### config.mk
export PLATFORM = sky130hd
export DESIGN_NAME = buffer_read_arbiter
export DESIGN_NICKNAME = d
export VERILOG_FILES = /design/src/rtl/buffer_read_arbiter.sv
export SDC_FILE = /design/constraint.sdc
export NUM_CORES = 1
export LEC_CHECK = 0
export BUFFER_PORTS_ARGS = -buffer_cell sky130_fd_sc_hd__buf_2
export CAP_MARGIN = 10
export CORE_ASPECT_RATIO = 1.4
export CORE_MARGIN = 8
export CORE_UTILIZATION = 48
export CTS_BUF_LIST = sky130_fd_sc_hd__clkbuf_4 sky130_fd_sc_hd__clkbuf_8
export CTS_CLUSTER_SIZE = 8
export DETAILED_ROUTE_END_ITERATION = 6
export PLACE_DENSITY = 0.83
export SYNTH_ARGS = -nofsm -noshare
export SYNTH_HDL_FRONTEND = slang
export SYNTH_SLANG_ARGS = --single-unit
### constraint.sdc
create_clock -name clk -period 1.9 [get_ports clk]
set_clock_uncertainty 0.2 [all_clocks]
set_input_delay 0.095 -clock clk [delete_from_list [all_inputs] [get_ports clk]]
set_output_delay 0.095 -clock clk [all_outputs]
set_load 0.01 [all_outputs]
### src/rtl/buffer_read_arbiter.sv
// Arbitrates the frame buffer read port between display scan-out and the filter engine,
// tracks reads through the buffer latency and returns pixels. Optional stats: BUFFER_ARB_STATS_EN.
module buffer_read_arbiter #(
    parameter int ADDR_W       = 17,
    parameter int DATA_W       = 24,
    parameter int MAX_ADDR     = 76799,
    parameter int READ_LATENCY = 2,
    parameter int STARVE_LIMIT = 4
) (
    input  logic              clk,
    input  logic              reset,
    input  logic              disp_req,
    input  logic [ADDR_W-1:0] disp_addr,
    output logic              disp_grant,
    output logic              disp_valid,
    output logic [DATA_W-1:0] disp_data,
    input  logic              filt_req,
    input  logic [ADDR_W-1:0] filt_addr,
    output logic              filt_grant,
    output logic              filt_valid,
    output logic [DATA_W-1:0] filt_data,
    output logic [ADDR_W-1:0] buf_addr,
    input  logic [DATA_W-1:0] buf_data,
    output logic              err_range,
    output logic [15:0]       stat_disp_cnt,
    output logic [15:0]       stat_filt_cnt,
    output logic [15:0]       stat_force_cnt
);
    typedef enum logic { ARB_NORMAL, ARB_FORCE } arb_state_e;

    typedef struct packed {
        logic vld;
        logic owner;   // 1 = filter
        logic rerr;
    } tag_t;

    localparam logic [ADDR_W-1:0] MAX_A     = ADDR_W'(MAX_ADDR);
    localparam logic [7:0]        STARVE_TH = 8'(STARVE_LIMIT - 1);

    arb_state_e        state_q, state_d;
    logic [7:0]        starve_q, starve_d;
    logic [ADDR_W-1:0] buf_addr_q, buf_addr_d;
    logic              err_range_q, err_range_d;
    logic              disp_valid_q, disp_valid_d, filt_valid_q, filt_valid_d;
    logic [DATA_W-1:0] disp_data_q, disp_data_d, filt_data_q, filt_data_d;
    tag_t              tag_q [READ_LATENCY+1];
    tag_t              tag_d [READ_LATENCY+1];
    tag_t              cap;
    logic              grant;
    logic              rerr;
    logic [ADDR_W-1:0] sel_addr;
    logic [DATA_W-1:0] ret_data;

    always_comb begin
        disp_grant = 1'b0;
        filt_grant = 1'b0;
        if (!reset) begin
            if (state_q == ARB_FORCE) begin
                filt_grant = filt_req;
            end else begin
                disp_grant = disp_req;
                filt_grant = filt_req & ~disp_req;
            end
        end
    end

    assign grant    = disp_grant | filt_grant;
    assign sel_addr = disp_grant ? disp_addr : filt_addr;
    assign rerr     = sel_addr > MAX_A;

    // The force state lasts exactly one cycle; a dropped filter request just wastes it.
    always_comb begin
        starve_d = (filt_req && !filt_grant) ? starve_q + 8'd1 : 8'd0;
        state_d  = ARB_NORMAL;
        if (state_q == ARB_NORMAL && filt_req && !filt_grant && starve_q == STARVE_TH)
            state_d = ARB_FORCE;
    end

    always_comb begin
        buf_addr_d  = grant ? (rerr ? '0 : sel_addr) : buf_addr_q;
        err_range_d = grant & rerr;
        tag_d[0]    = '{vld: grant, owner: filt_grant, rerr: grant & rerr};
        for (int i = 1; i <= READ_LATENCY; i++) tag_d[i] = tag_q[i-1];
    end

    // The last tag stage lines up with the cycle buf_data carries that read.
    assign cap      = tag_q[READ_LATENCY];
    assign ret_data = cap.rerr ? '0 : buf_data;

    always_comb begin
        disp_valid_d = cap.vld & ~cap.owner;
        filt_valid_d = cap.vld &  cap.owner;
        disp_data_d  = disp_valid_d ? ret_data : disp_data_q;
        filt_data_d  = filt_valid_d ? ret_data : filt_data_q;
    end

    always_ff @(posedge clk) begin
        if (reset) begin
            state_q      <= ARB_NORMAL;
            starve_q     <= '0;
            buf_addr_q   <= '0;
            err_range_q  <= 1'b0;
            disp_valid_q <= 1'b0;
            filt_valid_q <= 1'b0;
            disp_data_q  <= '0;
            filt_data_q  <= '0;
            for (int i = 0; i <= READ_LATENCY; i++) tag_q[i] <= '0;
        end else begin
            state_q      <= state_d;
            starve_q     <= starve_d;
            buf_addr_q   <= buf_addr_d;
            err_range_q  <= err_range_d;
            disp_valid_q <= disp_valid_d;
            filt_valid_q <= filt_valid_d;
            disp_data_q  <= disp_data_d;
            filt_data_q  <= filt_data_d;
            for (int i = 0; i <= READ_LATENCY; i++) tag_q[i] <= tag_d[i];
        end
    end

    assign buf_addr   = buf_addr_q;
    assign err_range  = err_range_q;
    assign disp_valid = disp_valid_q;
    assign filt_valid = filt_valid_q;
    assign disp_data  = disp_data_q;
    assign filt_data  = filt_data_q;

`ifdef BUFFER_ARB_STATS_EN
    logic [15:0] stat_disp_q, stat_disp_d, stat_filt_q, stat_filt_d, stat_force_q, stat_force_d;
    logic        force_grant;

    assign force_grant = filt_grant & (state_q == ARB_FORCE);

    always_comb begin
        stat_disp_d  = stat_disp_q  + 16'(disp_grant  && stat_disp_q  != 16'hFFFF);
        stat_filt_d  = stat_filt_q  + 16'(filt_grant  && stat_filt_q  != 16'hFFFF);
        stat_force_d = stat_force_q + 16'(force_grant && stat_force_q != 16'hFFFF);
    end

    always_ff @(posedge clk) begin
        if (reset) begin
            stat_disp_q  <= '0;
            stat_filt_q  <= '0;
            stat_force_q <= '0;
        end else begin
            stat_disp_q  <= stat_disp_d;
            stat_filt_q  <= stat_filt_d;
            stat_force_q <= stat_force_d;
        end
    end

    assign stat_disp_cnt  = stat_disp_q;
    assign stat_filt_cnt  = stat_filt_q;
    assign stat_force_cnt = stat_force_q;
`else
    assign stat_disp_cnt  = 16'd0;
    assign stat_filt_cnt  = 16'd0;
    assign stat_force_cnt = 16'd0;
`endif

endmodule
==> results of run 1 <==
-- state kept, by name (all words and copies together), names as in the netlist --
signal      cells
disp_valid      1
starve_q        8
filt_valid      1
tag_q           9
disp_data      24
buf_addr       17
state_q         1
filt_data      24
-- layout make-up --
cell class | instances | area [um2]
Multi-Input combinational cell | 320 | 1682
Sequential cell | 85 | 1702
Clock buffer | 13 | 172.7
Tap cell | 97 | 121.4
Timing Repair Buffer | 203 | 1349
Clock inverter | 3 | 42.54
Inverter | 3 | 16.27
Fill cell | 557 | 2322
-- power by group through the flow --
stage / registers [mW] / logic [mW] / clock network, mW
floorplan: 1.92 / 0.287 / 0
global placement: 1.90 / 0.384 / 0
detailed placement: 1.90 / 0.392 / 0
CTS: 1.86 / 0.491 / 1.36
global route: 1.87 / 0.564 / 1.44
finish: 1.86 / 0.521 / 1.33
-- how the worst max path moves through the flow --
stage | end | from | slack, ns | depth (start not counted)
CTS | buf_addr[2] | filt_req | 0.04 | 6
global route | buf_addr[16] | state_q | 0.009 | 5
finish | buf_addr[7] | state_q | 0.11 | 4
detailed placement | buf_addr[14] | state_q | -0.006 | 4
floorplan | buf_addr[10] | state_q | 0.22 | 6
global placement | buf_addr[0] | state_q | 0.09 | 4
-- cells by family after synthesis --
kind of cell	Yosys count	synth area share
simple gates	172	0.2121
flops	85	0.4638
compound gates	81	0.1392
buf+inv	75	0.1330
mux	13	0.03547
xor+xnor	5	0.01194
fa+ha+maj	1	0.003410
other cells	1	0.001022
-- cell usage after synthesis (2+ instances only) --
cell type                   number
sky130_fd_sc_hd__nand3_1         7
sky130_fd_sc_hd__xor2_1          2
sky130_fd_sc_hd__buf_6           3
sky130_fd_sc_hd__nor4b_1         2
sky130_fd_sc_hd__nand2_1       106
sky130_fd_sc_hd__dfxtp_1        85
sky130_fd_sc_hd__a21oi_1        51
sky130_fd_sc_hd__clkbuf_1       17
sky130_fd_sc_hd__mux2i_1        13
sky130_fd_sc_hd__nor3_1          2
sky130_fd_sc_hd__nor2b_1        32
sky130_fd_sc_hd__and3_1          2
sky130_fd_sc_hd__nor3b_1         2
sky130_fd_sc_hd__buf_2           2
sky130_fd_sc_hd__buf_1           2
sky130_fd_sc_hd__nor2_1         13
sky130_fd_sc_hd__o2bb2ai_1      13
sky130_fd_sc_hd__o31ai_1         3
sky130_fd_sc_hd__xnor2_1         3
sky130_fd_sc_hd__buf_4          48
sky130_fd_sc_hd__o21ai_0         3
sky130_fd_sc_hd__inv_1           2
-- through the flow --
step / setup WS [ns] / power, mW
final: 0.1051 / 3.708
after global routing: 0.009060 / 3.868
after CTS: 0.04184 / 3.711
after detailed placement: -0.006454 / 2.291
after global placement: 0.08996 / 2.283
after floorplan: 0.2197 / 2.208
-- critical path, delay by kind of cell, from the launching register on --
kind            cells  cell delay, ns
compound gates      3            0.68
simple gates        1            0.45
flops               1            0.33
-- cell usage in the layout, fill, tap and decap left out, drive strengths merged, types with 2 or more instances in the layout --
cell type / instances
xnor2: 3
and3: 2
o21ai: 4
nor2: 13
conb: 48
a311oi: 2
dlygate4sd3: 61
nand2: 106
dfxtp: 85
nor2b: 32
nor3: 2
clkinv: 2
o2bb2ai: 13
xor2: 2
nor4b: 2
nand3: 7
mux2i: 13
a21oi: 51
buf: 142
inv: 2
o31ai: 3
nor3b: 2
clkbuf: 13
-- routing by layer --
metal | part of all wire | track usage | vias to the layer above
met2 | 0.52 | 0.3813 | 159
met4 | 0.021 | 0.08777 | 0
li1 | - | - | 1716
met1 | 0.37 | 0.1963 | 1685
met3 | 0.095 | 0.08862 | 26
met5 | 0 | 0 | -
-- timing repair --
action | CTS | global route
hold endpoints to repair | 76 | 0
resized for setup | 2 | 3
hold buffers | 61 | 0
setup endpoints to repair | 5 | 17
setup buffers | 0 | 0
==> impl_metrics.prom, run 1 <==
# TYPE chip_impl_metric gauge
chip_impl_metric{name="number_of_placed_cells_counting_well_taps",unit=""} 647
chip_impl_info{name="worstHoldEndpoint",value="buf_addr[3]"} 1
chip_impl_info{name="crit_path_cell_chain",value="or3b_4 > o211a_1 > o21ai_4 > o2bb2ai_1"} 1
chip_impl_metric{name="numPortBuffers",unit=""} 131
chip_impl_metric{name="async_reset_ff_frac",unit=""} 0
chip_impl_metric{name="worstPathRequired",unit="ns"} 1.92
chip_impl_metric{name="period_share",unit=""} 0.9447
chip_impl_metric{name="r2r_setup_slack",unit="ns"} 0.11
chip_impl_info{name="clock_tree.root_cell",value="sky130_fd_sc_hd__clkbuf_8"} 1
chip_impl_metric{name="number_of_flops_mapped_to_enable_cells_by_yosys",unit=""} 0
chip_impl_metric{name="cts_made_buffers",unit=""} 9
chip_impl_info{name="timing.hold.worst.class",value="input pin to register"} 1
chip_impl_metric{name="tightest_slew_margin_relative_to_the_limit",unit=""} 0.5778
chip_impl_metric{name="intPower",unit="mW"} 2.802
chip_impl_metric{name="setup_viol",unit=""} 0
chip_impl_metric{name="grt_max_degree",unit=""} 62
chip_impl_metric{name="synth-seq-area-share",unit=""} 0.4638
chip_impl_metric{name="worst_ir_drop_vdd",unit="uV"} 391.6
chip_impl_metric{name="antenna_found_initial",unit=""} 0
chip_impl_metric{name="synth.lib_cells_used.distinct",unit=""} 42
chip_impl_info{name="reg2reg_from",value="state_q"} 1
chip_impl_metric{name="detailedRoute.firstIterationViolations",unit=""} 102
chip_impl_metric{name="dpl-instance-area",unit="um2"} 4232
chip_impl_metric{name="total_track_usage",unit=""} 0.2073
chip_impl_metric{name="grt_first_pass_wirelength",unit="um"} 18540
chip_impl_metric{name="final_cells",unit=""} 724
chip_impl_metric{name="wl_per_cell",unit="um"} 15.68
chip_impl_metric{name="worst_skew_pair_latency",unit="ns"} 0.34
chip_impl_metric{name="boundaryPins",unit=""} 180
chip_impl_info{name="synth_area_leaders",value="sky130_fd_sc_hd__dfxtp_1 (46%), sky130_fd_sc_hd__nand2_1 (11%), sky130_fd_sc_hd__buf_4 (9.8%), sky130_fd_sc_hd__a21oi_1 (7.0%), sky130_fd_sc_hd__nor2b_1 (5.5%)"} 1
chip_impl_metric{name="drt_wl_total",unit="um"} 11360
chip_impl_metric{name="net_sw_frac",unit=""} 0.2444
chip_impl_metric{name="final_util",unit=""} 0.6865
chip_impl_metric{name="share_clk_of_total_power",unit=""} 0.357
chip_impl_metric{name="power.share.sequential",unit=""} 0.502
chip_impl_info{name="grt_setup_unrepaired",value="no"} 1
chip_impl_info{name="min_from",value="reset"} 1
chip_impl_metric{name="power.switching",unit="mW"} 0.9063
chip_impl_metric{name="cp_data_arrival_time",unit="ns"} 1.81
chip_impl_metric{name="postLayoutCellArea",unit="um2"} 5085
chip_impl_metric{name="drt_pre_antenna_iters",unit=""} 4
chip_impl_info{name="worstSetupEndpointType",value="register"} 1
chip_impl_metric{name="std_cell_rows",unit=""} 37
chip_impl_metric{name="drt-vias-per-instance",unit=""} 4.953
chip_impl_metric{name="critical_path.max_stage_delay",unit="ns"} 0.45
chip_impl_metric{name="floorplan.die.width",unit="um"} 89.89
chip_impl_metric{name="netlist_area",unit="um2"} 3669
chip_impl_metric{name="gp_weighted_congestion",unit=""} 0.8351
chip_impl_metric{name="fmax",unit="GHz"} 0.5571
chip_impl_metric{name="cts_htree_levels",unit=""} 3
chip_impl_metric{name="route.antenna.remaining_nets",unit=""} 0
chip_impl_metric{name="area_of_the_placeable_core",unit="um2"} 7407
chip_impl_metric{name="netlist.area_leader.share",unit=""} 0.4638
chip_impl_info{name="crit-reg2reg-capture",value="buf_addr[7]"} 1
chip_impl_metric{name="drc",unit=""} 0
chip_impl_metric{name="synth.ff_latch_count",unit=""} 85
chip_impl_metric{name="reg2reg_depth",unit=""} 4
chip_impl_metric{name="yosys_warnings",unit=""} 0
chip_impl_metric{name="grt_pass1_vias",unit=""} 3728
chip_impl_metric{name="pwr_density_cell",unit="nW/um2"} 729.3
chip_impl_metric{name="cts_max_path_buffers",unit=""} 2
chip_impl_metric{name="overflow",unit=""} 0
chip_impl_info{name="timing.critical_path.from_type",value="register"} 1
chip_impl_metric{name="worstHoldPathCells",unit=""} 3
chip_impl_metric{name="synth_area_per_cell",unit="um2"} 8.472
chip_impl_info{name="path_class",value="register to register"} 1
chip_impl_metric{name="floorplan.die.height",unit="um"} 119.4
chip_impl_metric{name="synth_cells",unit=""} 433
chip_impl_metric{name="maxCapViolCount",unit=""} 0
chip_impl_info{name="postSynth.topFlopCell",value="sky130_fd_sc_hd__dfxtp_1"} 1
chip_impl_metric{name="clkSlewWorstSetupHoldPaths",unit="ns"} 0.08
chip_impl_metric{name="hpwlAfterDp",unit="um"} 7153
chip_impl_metric{name="power_frac_comb",unit=""} 0.141
chip_impl_metric{name="final.setup.tns",unit="ns"} 0
chip_impl_info{name="status",value="finished with violations"} 1
chip_impl_info{name="cp_slowest_cell",value="sky130_fd_sc_hd__or3b_4"} 1
chip_impl_metric{name="antenna_cells_inserted",unit=""} 0
chip_impl_info{name="synth_top_area_cell",value="sky130_fd_sc_hd__dfxtp_1"} 1
chip_impl_metric{name="drive_above_1_share",unit=""} 0.2632
chip_impl_metric{name="cp_max_fo",unit=""} 13
chip_impl_metric{name="total_number_of_vias",unit=""} 3586
chip_impl_metric{name="start_util",unit=""} 0.4953
chip_impl_metric{name="timing_worst_slew_pin_value",unit="ns"} 0.6327
chip_impl_metric{name="maxSlewViolCount",unit=""} 0
chip_impl_metric{name="finalHoldWorstSlack",unit="ns"} -0.001218
chip_impl_metric{name="nets",unit=""} 685
chip_impl_metric{name="timing.final.crit_period",unit="ns"} 1.795
chip_impl_metric{name="growth_of_design_area_from_synthesis_to_finish",unit="%"} 38.61
chip_impl_info{name="failing_checks",value="hold timing"} 1
chip_impl_metric{name="tritoncts_num_sinks",unit=""} 85
chip_impl_info{name="tritoncts",value="yes"} 1
chip_impl_metric{name="total_leakage_power",unit="nW"} 2.306
chip_impl_metric{name="floorplan.die_area",unit="um2"} 10740
chip_impl_metric{name="hold_viol",unit=""} 1
Power figures use the tool's default switching activity.
==> run 2, diff against run 1 <==
--- a/config.mk
+++ b/config.mk
@@ -11,3 +11,3 @@
 export CORE_MARGIN = 8
-export CORE_UTILIZATION = 48
+export CORE_UTILIZATION = 43
 export CTS_BUF_LIST = sky130_fd_sc_hd__clkbuf_4 sky130_fd_sc_hd__clkbuf_8
@@ -15,3 +15,4 @@
 export DETAILED_ROUTE_END_ITERATION = 6
-export PLACE_DENSITY = 0.83
+export PLACE_DENSITY = 0.79
+export SLEW_MARGIN = 10
 export SYNTH_ARGS = -nofsm -noshare
==> constraint.sdc (replaced) <==
create_clock -name clk -period 1.5 [get_ports clk]
set_clock_uncertainty 0.2 [all_clocks]
set_input_delay 0.225 -clock clk [delete_from_list [all_inputs] [get_ports clk]]
set_output_delay 0.225 -clock clk [all_outputs]
set_load 0.01 [all_outputs]
==> impl_metrics.prom, run 2 (synthesis results as in run 1) <==
# TYPE chip_impl_metric gauge
chip_impl_info{name="status",value="finished with violations"} 1
chip_impl_info{name="failing_checks",value="setup timing"} 1
chip_impl_info{name="path_class",value="register to output pin"} 1
chip_impl_metric{name="intPower",unit="mW"} 3.465
chip_impl_metric{name="grt_pass1_vias",unit=""} 3471
chip_impl_metric{name="number_of_placed_cells_counting_well_taps",unit=""} 662
chip_impl_info{name="mostFrequentLayoutCell",value="sky130_fd_sc_hd__buf_2"} 1
chip_impl_metric{name="pwr_density_cell",unit="nW/um2"} 929.6
chip_impl_metric{name="worst_ir_drop_vdd",unit="uV"} 691.8
chip_impl_metric{name="boundaryPins",unit=""} 180
chip_impl_metric{name="layout_setup_ws",unit="ns"} -0.2805
chip_impl_metric{name="p_total",unit="mW"} 4.662
chip_impl_metric{name="drt_pre_antenna_iters",unit=""} 4
chip_impl_info{name="crit_path_cell_chain",value="or3b_4 > clkinv_8 > buf_6"} 1
chip_impl_metric{name="total_number_of_vias",unit=""} 3417
chip_impl_metric{name="cts_htree_levels",unit=""} 3
chip_impl_info{name="timing.hold.worst.class",value="input pin to register"} 1
chip_impl_metric{name="hpwlAfterDp",unit="um"} 7017
chip_impl_metric{name="setup_viol",unit=""} 25
chip_impl_metric{name="clkSlewWorstSetupHoldPaths",unit="ns"} 0.09
chip_impl_info{name="clock_tree.root_cell",value="sky130_fd_sc_hd__clkbuf_8"} 1
chip_impl_metric{name="timing_worst_slew_pin_value",unit="ns"} 0.5600
chip_impl_info{name="grt_setup_unrepaired",value="yes"} 1
chip_impl_metric{name="start_util",unit=""} 0.4337
chip_impl_metric{name="nets",unit=""} 659
chip_impl_info{name="cp_slowest_cell",value="sky130_fd_sc_hd__or3b_4"} 1
chip_impl_metric{name="drt_wl_total",unit="um"} 10810
chip_impl_metric{name="gp_weighted_congestion",unit=""} 0.8544
chip_impl_metric{name="antenna_found_initial",unit=""} 0
chip_impl_metric{name="grt_first_pass_wirelength",unit="um"} 16200
chip_impl_metric{name="hold_viol",unit=""} 0
chip_impl_metric{name="power.share.sequential",unit=""} 0.507
chip_impl_metric{name="floorplan.die.width",unit="um"} 94.07
chip_impl_metric{name="drt-vias-per-instance",unit=""} 4.840
chip_impl_metric{name="drc",unit=""} 0
chip_impl_metric{name="share_clk_of_total_power",unit=""} 0.351
chip_impl_metric{name="drive_above_1_share",unit=""} 0.3278
chip_impl_metric{name="total_track_usage",unit=""} 0.1708
chip_impl_metric{name="detailedRoute.firstIterationViolations",unit=""} 112
chip_impl_metric{name="floorplan.die_area",unit="um2"} 11790
chip_impl_metric{name="route.antenna.remaining_nets",unit=""} 0
chip_impl_metric{name="cp_max_fo",unit=""} 5
chip_impl_metric{name="overflow",unit=""} 0
chip_impl_metric{name="fmax",unit="GHz"} 0.5617
chip_impl_metric{name="tritoncts_num_sinks",unit=""} 85
chip_impl_info{name="tritoncts",value="yes"} 1
chip_impl_metric{name="net_sw_frac",unit=""} 0.2568
chip_impl_metric{name="period_share",unit=""} 1.187
chip_impl_metric{name="cts_made_buffers",unit=""} 9
chip_impl_metric{name="finalHoldWorstSlack",unit="ns"} 0.02883
chip_impl_metric{name="grt_max_degree",unit=""} 57
chip_impl_metric{name="maxSlewViolCount",unit=""} 0
chip_impl_metric{name="timing.final.crit_period",unit="ns"} 1.780
chip_impl_metric{name="dpl-instance-area",unit="um2"} 4359
chip_impl_metric{name="power.switching",unit="mW"} 1.197
chip_impl_metric{name="postLayoutCellArea",unit="um2"} 5015
chip_impl_metric{name="area_of_the_placeable_core",unit="um2"} 8458
chip_impl_metric{name="worstPathRequired",unit="ns"} 1.07
chip_impl_metric{name="preCtsSetupSlack",unit="ns"} -0.2229
chip_impl_metric{name="wl_per_cell",unit="um"} 15.31
chip_impl_info{name="timing.critical_path.from_type",value="register"} 1
chip_impl_metric{name="cp_data_arrival_time",unit="ns"} 1.36
chip_impl_metric{name="std_cell_rows",unit=""} 40
chip_impl_metric{name="floorplan.die.height",unit="um"} 125.3
chip_impl_info{name="most-common-layout-cells",value="sky130_fd_sc_hd__buf_2 (130), sky130_fd_sc_hd__nand2_1 (105), sky130_fd_sc_hd__dfxtp_1 (84)"} 1
chip_impl_metric{name="worst_skew_pair_latency",unit="ns"} 0.35
chip_impl_metric{name="maxCapViolCount",unit=""} 0
chip_impl_metric{name="growth_of_design_area_from_synthesis_to_finish",unit="%"} 36.70
chip_impl_metric{name="antenna_cells_inserted",unit=""} 0
chip_impl_metric{name="critical_path.max_stage_delay",unit="ns"} 0.47
chip_impl_metric{name="total_leakage_power",unit="nW"} 2.264
chip_impl_metric{name="final_cells",unit=""} 706
chip_impl_metric{name="cts_max_path_buffers",unit=""} 2
chip_impl_info{name="worstSetupEndpointType",value="output pin"} 1
chip_impl_metric{name="numPortBuffers",unit=""} 131
chip_impl_metric{name="power_frac_comb",unit=""} 0.142
chip_impl_metric{name="tightest_slew_margin_relative_to_the_limit",unit=""} 0.6266
[run 2: changes by cell type in the layout (fill, tap and decap cells not counted), sizes merged]
| cell | before | now |
|---|---|---|
| clkinv | 2 | 3 |
| buf | 142 | 151 |
| dlygate4sd3 | 61 | 25 |
[run 2: per-stage QoR]
stage | setup TNS [ns] | utilization
floorplan | -1.821 | -
global placement | -3.222 | 0.5154
detailed placement | -4.276 | 0.5154
CTS | -4.872 | 0.5756
global route | -5.659 | 0.5929
finish | -4.311 | 0.5929
[run 2: layout make-up]
| class | instances | area, um2 |
|---|---|---|
| Clock buffer | 12 | 152.6 |
| Clock inverter | 4 | 47.55 |
| Fill cell | 732 | 3443 |
| Inverter | 3 | 23.77 |
| Multi-Input combinational cell | 320 | 1794 |
| Sequential cell | 85 | 1703 |
| Tap cell | 105 | 131.4 |
| Timing Repair Buffer | 177 | 1162 |
[run 2: power groups by stage]
stage | Sequential [mW] | Combinational [mW] | Clock, mW
5_1_grt | 2.37 | 0.715 | 1.77
3_3_place_gp | 2.41 | 0.520 | 0
3_5_place_dp | 2.41 | 0.529 | 0
6_report | 2.36 | 0.660 | 1.64
4_1_cts | 2.36 | 0.595 | 1.68
2_1_floorplan | 2.43 | 0.365 | 0
[run 2: routing by layer]
| metal | GRT usage | part of all wire |
|---|---|---|
| met2 | 0.2981 | 0.52 |
| met3 | 0.08084 | 0.11 |
| met1 | 0.1627 | 0.35 |
| met4 | 0.07873 | 0.027 |
| met5 | 0 | 0 |
[run 2: final timing paths]
path,startpoint,end,slack (ns),cells past startpoint
worst max-delay path,state_q,disp_grant,-0.28,3
worst min-delay path,filt_req,starve_q[7],0.03,3
worst max register to register,state_q,buf_addr[11],-0.26,5
worst min register to register,tag_q[0][3],tag_q[0][6],0.24,1
[run 2: repair_timing]
| item | CTS | global route |
|---|---|---|
| endpoints found under the hold margin | 14 | 0 |
| pin swaps | 1 | 5 |
| buffers inserted | 1 | 1 |
| gates cloned | 0 | 1 |
| resized for setup | 11 | 23 |
| setup endpoints to repair | 27 | 29 |
| hold buffers | 25 | 0 |
[run 2: critical path: cells and delay by family, from the launching register on]
family	cells	cell delay (ns)
buf+inv	2	0.19
flops	1	0.34
simple gates	1	0.47
